$ cat src/rtl/stim_event_player.sv
// Event replay source: queued (delta, data, last) events are applied to q_out
// in order, each after its own delay, with a one-cycle q_update strobe.
module stim_event_player #(
    parameter int DATA_W  = 4,
    parameter int DELTA_W = 8,
    parameter int DEPTH   = 4
) (
    input  logic               clock,
    input  logic               reset_n,
    input  logic               in_valid,
    output logic               in_ready,
    input  logic [DELTA_W-1:0] in_delta,
    input  logic [DATA_W-1:0]  in_data,
    input  logic               in_last,
    input  logic               start,
    input  logic               stop,
    output logic [DATA_W-1:0]  q_out,
    output logic               q_update,
    output logic               busy,
    output logic               done,
    output logic               underrun
);

    localparam int AW = $clog2(DEPTH);
    localparam int EW = DELTA_W + DATA_W + 1;

    typedef enum logic [1:0] {
        IDLE,
        COUNT,
        STALL
    } state_t;

    logic [EW-1:0] mem_q [DEPTH];

    logic [AW:0] wr_ptr_q, wr_ptr_d;
    logic [AW:0] rd_ptr_q, rd_ptr_d;

    state_t state_q, state_d;

    logic [DELTA_W-1:0] cnt_q, cnt_d;
    logic [DATA_W-1:0]  dat_q, dat_d;
    logic               lst_q, lst_d;
    logic [DATA_W-1:0]  q_out_q, q_out_d;
    logic               q_update_q, q_update_d;
    logic               done_q, done_d;
    logic               underrun_q, underrun_d;

    logic empty;
    logic full;
    logic push;
    logic pop;
    logic flush;

    logic [EW-1:0]      head;
    logic [DELTA_W-1:0] head_delta;
    logic [DATA_W-1:0]  head_data;
    logic               head_last;

    // Extra pointer bit distinguishes full from empty when indices match.
    assign empty = (wr_ptr_q == rd_ptr_q);
    assign full  = (wr_ptr_q[AW] != rd_ptr_q[AW]) &&
                   (wr_ptr_q[AW-1:0] == rd_ptr_q[AW-1:0]);

    assign head       = mem_q[rd_ptr_q[AW-1:0]];
    assign head_delta = head[EW-1 -: DELTA_W];
    assign head_data  = head[DATA_W:1];
    assign head_last  = head[0];

    assign push = in_valid && !full && !stop;

    always_ff @(posedge clock) begin
        if (push) begin
            mem_q[wr_ptr_q[AW-1:0]] <= {in_delta, in_data, in_last};
        end
    end

    always_comb begin
        state_d    = state_q;
        cnt_d      = cnt_q;
        dat_d      = dat_q;
        lst_d      = lst_q;
        q_out_d    = q_out_q;
        q_update_d = 1'b0;
        done_d     = 1'b0;
        underrun_d = underrun_q;
        pop        = 1'b0;
        flush      = 1'b0;

        if (stop) begin
            flush   = 1'b1;
            state_d = IDLE;
        end else begin
            unique case (state_q)
                IDLE: begin
                    if (start && !empty) begin
                        pop        = 1'b1;
                        underrun_d = 1'b0;
                        state_d    = COUNT;
                    end
                end
                COUNT: begin
                    if (cnt_q != '0) begin
                        cnt_d = cnt_q - 1'b1;
                    end else begin
                        q_out_d    = dat_q;
                        q_update_d = 1'b1;
                        if (lst_q) begin
                            done_d  = 1'b1;
                            state_d = IDLE;
                        end else if (!empty) begin
                            pop = 1'b1;
                        end else begin
                            underrun_d = 1'b1;
                            state_d    = STALL;
                        end
                    end
                end
                STALL: begin
                    if (!empty) begin
                        pop     = 1'b1;
                        state_d = COUNT;
                    end
                end
                default: state_d = IDLE;
            endcase
        end

        if (pop) begin
            cnt_d = head_delta;
            dat_d = head_data;
            lst_d = head_last;
        end
    end

    always_comb begin
        wr_ptr_d = wr_ptr_q;
        rd_ptr_d = rd_ptr_q;
        if (flush) begin
            wr_ptr_d = '0;
            rd_ptr_d = '0;
        end else begin
            if (push) begin
                wr_ptr_d = wr_ptr_q + 1'b1;
            end
            if (pop) begin
                rd_ptr_d = rd_ptr_q + 1'b1;
            end
        end
    end

    always_ff @(posedge clock) begin
        if (!reset_n) begin
            wr_ptr_q   <= '0;
            rd_ptr_q   <= '0;
            state_q    <= IDLE;
            cnt_q      <= '0;
            dat_q      <= '0;
            lst_q      <= 1'b0;
            q_out_q    <= '0;
            q_update_q <= 1'b0;
            done_q     <= 1'b0;
            underrun_q <= 1'b0;
        end else begin
            wr_ptr_q   <= wr_ptr_d;
            rd_ptr_q   <= rd_ptr_d;
            state_q    <= state_d;
            cnt_q      <= cnt_d;
            dat_q      <= dat_d;
            lst_q      <= lst_d;
            q_out_q    <= q_out_d;
            q_update_q <= q_update_d;
            done_q     <= done_d;
            underrun_q <= underrun_d;
        end
    end

    assign in_ready = !full;
    assign q_out    = q_out_q;
    assign q_update = q_update_q;
    assign busy     = (state_q != IDLE);
    assign done     = done_q;
    assign underrun = underrun_q;

endmodule

$ cat config.mk
export PLATFORM = sky130hd
export DESIGN_NAME = stim_event_player
export DESIGN_NICKNAME = d
export VERILOG_FILES = /design/src/rtl/stim_event_player.sv
export SDC_FILE = /design/constraint.sdc
export NUM_CORES = 1
export LEC_CHECK = 0
export CAP_MARGIN = 20
export CELL_PAD_IN_SITES_DETAIL_PLACEMENT = 1
export CELL_PAD_IN_SITES_GLOBAL_PLACEMENT = 1
export CORE_UTILIZATION = 51
export DETAILED_ROUTE_END_ITERATION = 8
export PLACE_DENSITY = 0.79
export SLEW_MARGIN = 20
export SYNTH_ARGS = -nofsm -noshare
export SYNTH_HDL_FRONTEND = slang
export SYNTH_SLANG_ARGS = --single-unit
$ cat constraint.sdc
create_clock -name clock -period 7.07 [get_ports clock]
set_clock_uncertainty 0.2 [all_clocks]
set_input_delay 2.121 -clock clock [delete_from_list [all_inputs] [get_ports clock]]
set_output_delay 2.121 -clock clock [all_outputs]
set_load 0.05 [all_outputs]
Word-level counts from Yosys, hierarchy flattened:

Memories as Yosys holds them, arrays and structs flattened. A register that Yosys moved wholly into a read port is not among the register bits.
Cells that the tools add are included.

* register bits: 28
* RAM bits: 52
* input bits: 18
* output and inout port bits: 9
* word-level logic and storage cells: 79
* memories kept: 1

* $add $sub $neg: 3
* equality and inequality tests: 12
* mux-type cells: 28
* bitwise logic cells: 4
* reductions and logical operators: 21

Memory list
* mem_q: words 4, width 13, read ports 1, clocked after memory_dff 1, write ports 1, line 33 `logic [EW-1:0] mem_q [DEPTH];`

Operators by type and width (number)
* $mux 8: 4
* $mux 1: 14
* $mux 2: 7
* $ne 2x2->1 const B: 5
* $reduce_bool 2->1: 4
* $reduce_bool 8->1: 1
* $sub 8x1->8 const B: 1
* $add 3x1->3 const B: 2
* $pmux 2 s3: 1
* $reduce_and 3->1: 2
* $reduce_and 6->1: 1
* $logic_and 1x1->1: 4
* $not 1->1: 4
* $reduce_and 4->1: 1
* $reduce_or 2->1: 2
* $reduce_or 4->1: 1
* $eq 3x3->1: 1
* $logic_not 1->1: 3
* $ne 3x3->1 const B: 1
* $pmux 1 s3: 1
* $reduce_or 3->1: 1
* $eq 2x1->1 const B: 1
* $eq 2x2->1: 1
* $eq 2x2->1 const B: 1
* other kinds (4): 4

Logic depth before layout (Yosys ltp):

* depth after elaboration: 8
* mapped depth: 9
* mapped depth without buffers: 6

Least setup slack after synthesis:

No wires, ideal clock.

* path kind: in2reg
* from: in stop
* to: reg q_out_q[0] (netlist: q_out[0])
* arrival time: 3.456 ns
* setup slack: 3.286 ns
* stages on the path: 5
* buffers on the path: 1
* cell sequence: or3b_2 clkbuf_1 nor4_2 mux2i_1 nor2_1

* longest elaborated chain between the ends: 2

RTL lines
* start, declared: line 16 `input logic stop,`
* $not 1->1 (no line)
* $reduce_and 3->1 (no line)
* end signal, assigned: line 170 `q_out_q <= q_out_d;`
* end, declared: line 43 `logic [DATA_W-1:0] q_out_q, q_out_d;`

Every way passes these cells.
A chain may end at the register's enable or synchronous reset.

Worst setup path after layout:

* from: reg wr_ptr_q[1]
* to: out in_ready

* longest elaborated chain between the ends: 3

RTL lines
* start, declared: line 35 `logic [AW:0] wr_ptr_q, wr_ptr_d;`
* start signal, assigned: line 164 `wr_ptr_q <= wr_ptr_d;`
* $eq 2x2->1: line 62 `(wr_ptr_q[AW-1:0] == rd_ptr_q[AW-1:0]);`
* $logic_and 1x1->1: line 61 `assign full = (wr_ptr_q[AW] != rd_ptr_q[AW]) &&`
* $logic_not 1->1: line 177 `assign in_ready = !full;`
* end, declared: line 11 `output logic in_ready,`

Every way passes these cells.

==> impl_results.md <==
* Outcome: finished, violations left
* Failing checks: design-rule violations
* TritonRoute pass-1 iters at 6
* Mapped Nets at 267
* Clock slew at reported path FFs at 80 ps
* Int Pwr at 0.703 mW
* Clock Latency Late Sink at 350 ps
* Synth unique cells at between 40 and 50
* Area added between synthesis and finish at 14.5%
* DRC viols at 4
* Share of layout cells above drive strength 1 at 12.0%
* Power share of the combinational group at 6.4%
* Post-synth EDFFs at 52
* Slew Viols, Final at 0
* Die X at approximately 84 um
* Resized cells post-CTS at 0
* Area leader, netlist: edfxtp_1
* Wire length per cell at 19.6 um
* Top-area cell type share of the netlist area at 45.6%
* IO Pins at 27
* Die Height at 83.9 um
* Port Buf Inserts at 26
* Initial antenna violation count at 0
* Final setup viols at 0
* Multi-input gate area at 1170 um^2
* Via/cell ratio at approximately 6.0
* Sw power at around 0.21 mW
* Slew @ Worst Pin at 937 ps
* DP Wirelength at 4640 um
* Hold_buf cts at 0
* Crit start category: register
* VDD IR max at 0.167 mV
* Detailed-route via count at 2097
* RSZ-0062 raised after global routing: no
* Share of flip-flops with an asynchronous set or reset at 0%
* Synth Register Bits at 82
* Setup TNS at 0 ps
* Mapped Cells at 243
* H-tree depth at 3
* CTS max path bufs at 2
* Max cap viols at 0
* Worst Hold Slack at about 290 ps
* First-pass GRT wire length at 11400 um
* Die Area at 7040 um^2
* Sequential Power Share at a little under three fifths
* Period utilization at 65.4%
* Fmax at 216 MHz
* Total gr overflow at 0
* Net Sw Frac at a little under a quarter
* Tmin final at around 4600 ps
* Fill cell count at 621
* Final net count at 294
* Routed WL at around 6900 um
* Max_slew headroom at roughly 37%
* Fin area at around 3900 um^2
* CTS sink cnt at slightly above 80
* Post-CTS Setup Bufs at 0
* # diodes at 0
* Seq/Total Area, Yosys at 63.2%
* Worst Path Required at about 4800 ps
* Core Area at 6420 um^2
* Clock root cell: clkbuf_8
* Initial Utilization at 53.3%
* CTS tree: done
* Initial DRC count at ~110
* Synth Warn # at 0
* Synth top area cells: edfxtp_1, dfxtp_1, mux4_2
* CP endpoint kind: primary output
* Pwr Density at between 200 and 250 nW/um^2
* Crit path arrival time at 2300 ps
* Crit path kind: register to primary output
* Syn Area/Cell at 14.1 um^2
* GRT Util Overall at 21.9%
* Mapped Area at 3420 um^2
* Final Hold Fails at 0
* Area after DPL at around 3700 um^2
* Final ANT Viol Nets at 0
* Most common library cells after synthesis: edfxtp_1, dfxtp_1, a21oi_1, mux4_2, nor3_1
* Row count at 29
* Largest net degree at the start of global routing at 19
* Leak pwr at 1.28 nW
* Worst-path fanout max at 5
* Vias in the first global route at 2206
* Min-delay worst type: register to register
* Top_reg_cell synth: edfxtp_1
* TritonCTS Buffers at 9
* Most frequent cell after synthesis: edfxtp_1
* GP Congestion at approximately 0.78
* Storage element area at 2160 um^2
* Clock share of power at 36.2%
-- state kept, by name, summed over array words and instances (netlist names), named ones only --
name / count
q_out: 4
rd_ptr_q: 3
mem_q: 52
state_q: 2
underrun: 1
lst_q: 1
cnt_q: 8
dat_q: 4
done: 1
wr_ptr_q: 3
q_update: 1
-- cells in the final DEF (no fill, tap or decap), types with 2 or more instances in the layout --
master	instances
o21ai_0	8
mux2i_1	7
or4_1	2
nand4b_1	2
clkbuf_1	2
nand3_1	8
inv_1	9
a311oi_1	2
xor2_1	3
nor3_1	12
clkbuf_8	9
xnor2_1	3
and2_1	6
a211oi_1	3
a21oi_1	15
nor2_1	9
nand2_1	7
o31ai_1	3
or3b_2	2
mux4_2	13
clkdlybuf4s50_1	26
o311a_1	2
nor3b_1	2
or3_1	5
edfxtp_1	52
ha_1	6
clkinv_1	2
o221ai_1	2
dfxtp_1	30
a31oi_1	2
-- power groups by stage --
stage | Clock, mW | Sequential [mW] | Combinational [mW]
after global routing | 0.350 | 0.523 | 0.0635
after CTS | 0.333 | 0.522 | 0.0583
after detailed placement | 0 | 0.533 | 0.0577
after floorplan | 0 | 0.531 | 0.0374
final | 0.330 | 0.522 | 0.0581
after global placement | 0 | 0.532 | 0.0564
-- worst max-delay path, cell delays in order (launching register included) --
cell and delay [ps]:
dfxtp_1 450, xor2_1 430, nor2_1 160, nand2_1 110
clkdlybuf4s50_1 800
-- per-stage QoR --
step,util [%],setup WS (ps),std cells,total power [mW]
floorplan,-,3290,243,0.568
global placement,58.1,2740,336,0.589
detailed placement,58.1,2720,336,0.591
CTS,61.0,2490,352,0.913
global route,61.0,2360,352,0.936
finish,61.0,2440,352,0.910
-- final timing paths --
| path | startpoint | endpoint | slack, ps | cells after the start |
|---|---|---|---|---|
| max | wr_ptr_q[1] | in_ready | 2440 | 4 |
| min | underrun | underrun | 290 | 2 |
| max reg2reg | cnt_q[0] | rd_ptr_q[2] | 4290 | 6 |
| min reg2reg | underrun | underrun | 290 | 2 |
-- metal layers --
metal	vias up	GRT usage [%]	wire length, um
met3	10	3.07	162
met4	0	10.3	140
li1	998	-	-
met2	41	35.8	3450
met1	1048	29.1	3140
met5	-	0	0
-- logic make-up after synthesis --
kind of cell,count (synthesis),share of synthesized area (%)
compound gates,46,9.51
xor+xnor,6,1.54
fa+ha+maj,6,2.19
buf+inv,21,2.82
flops,82,63.2
mux,20,10.6
simple gates,62,10.1
-- layout make-up --
cell class                      count  share of cell area (%)
Clock buffer                       11                    3.35
Clock inverter                      5                    1.41
Multi-Input combinational cell    140                    29.8
Sequential cell                    82                    55.2
Tap cell                           77                    2.46
Inverter                           10                   0.958
Timing Repair Buffer               27                    6.83
Note: power is estimated with default switching activity, not from simulation.
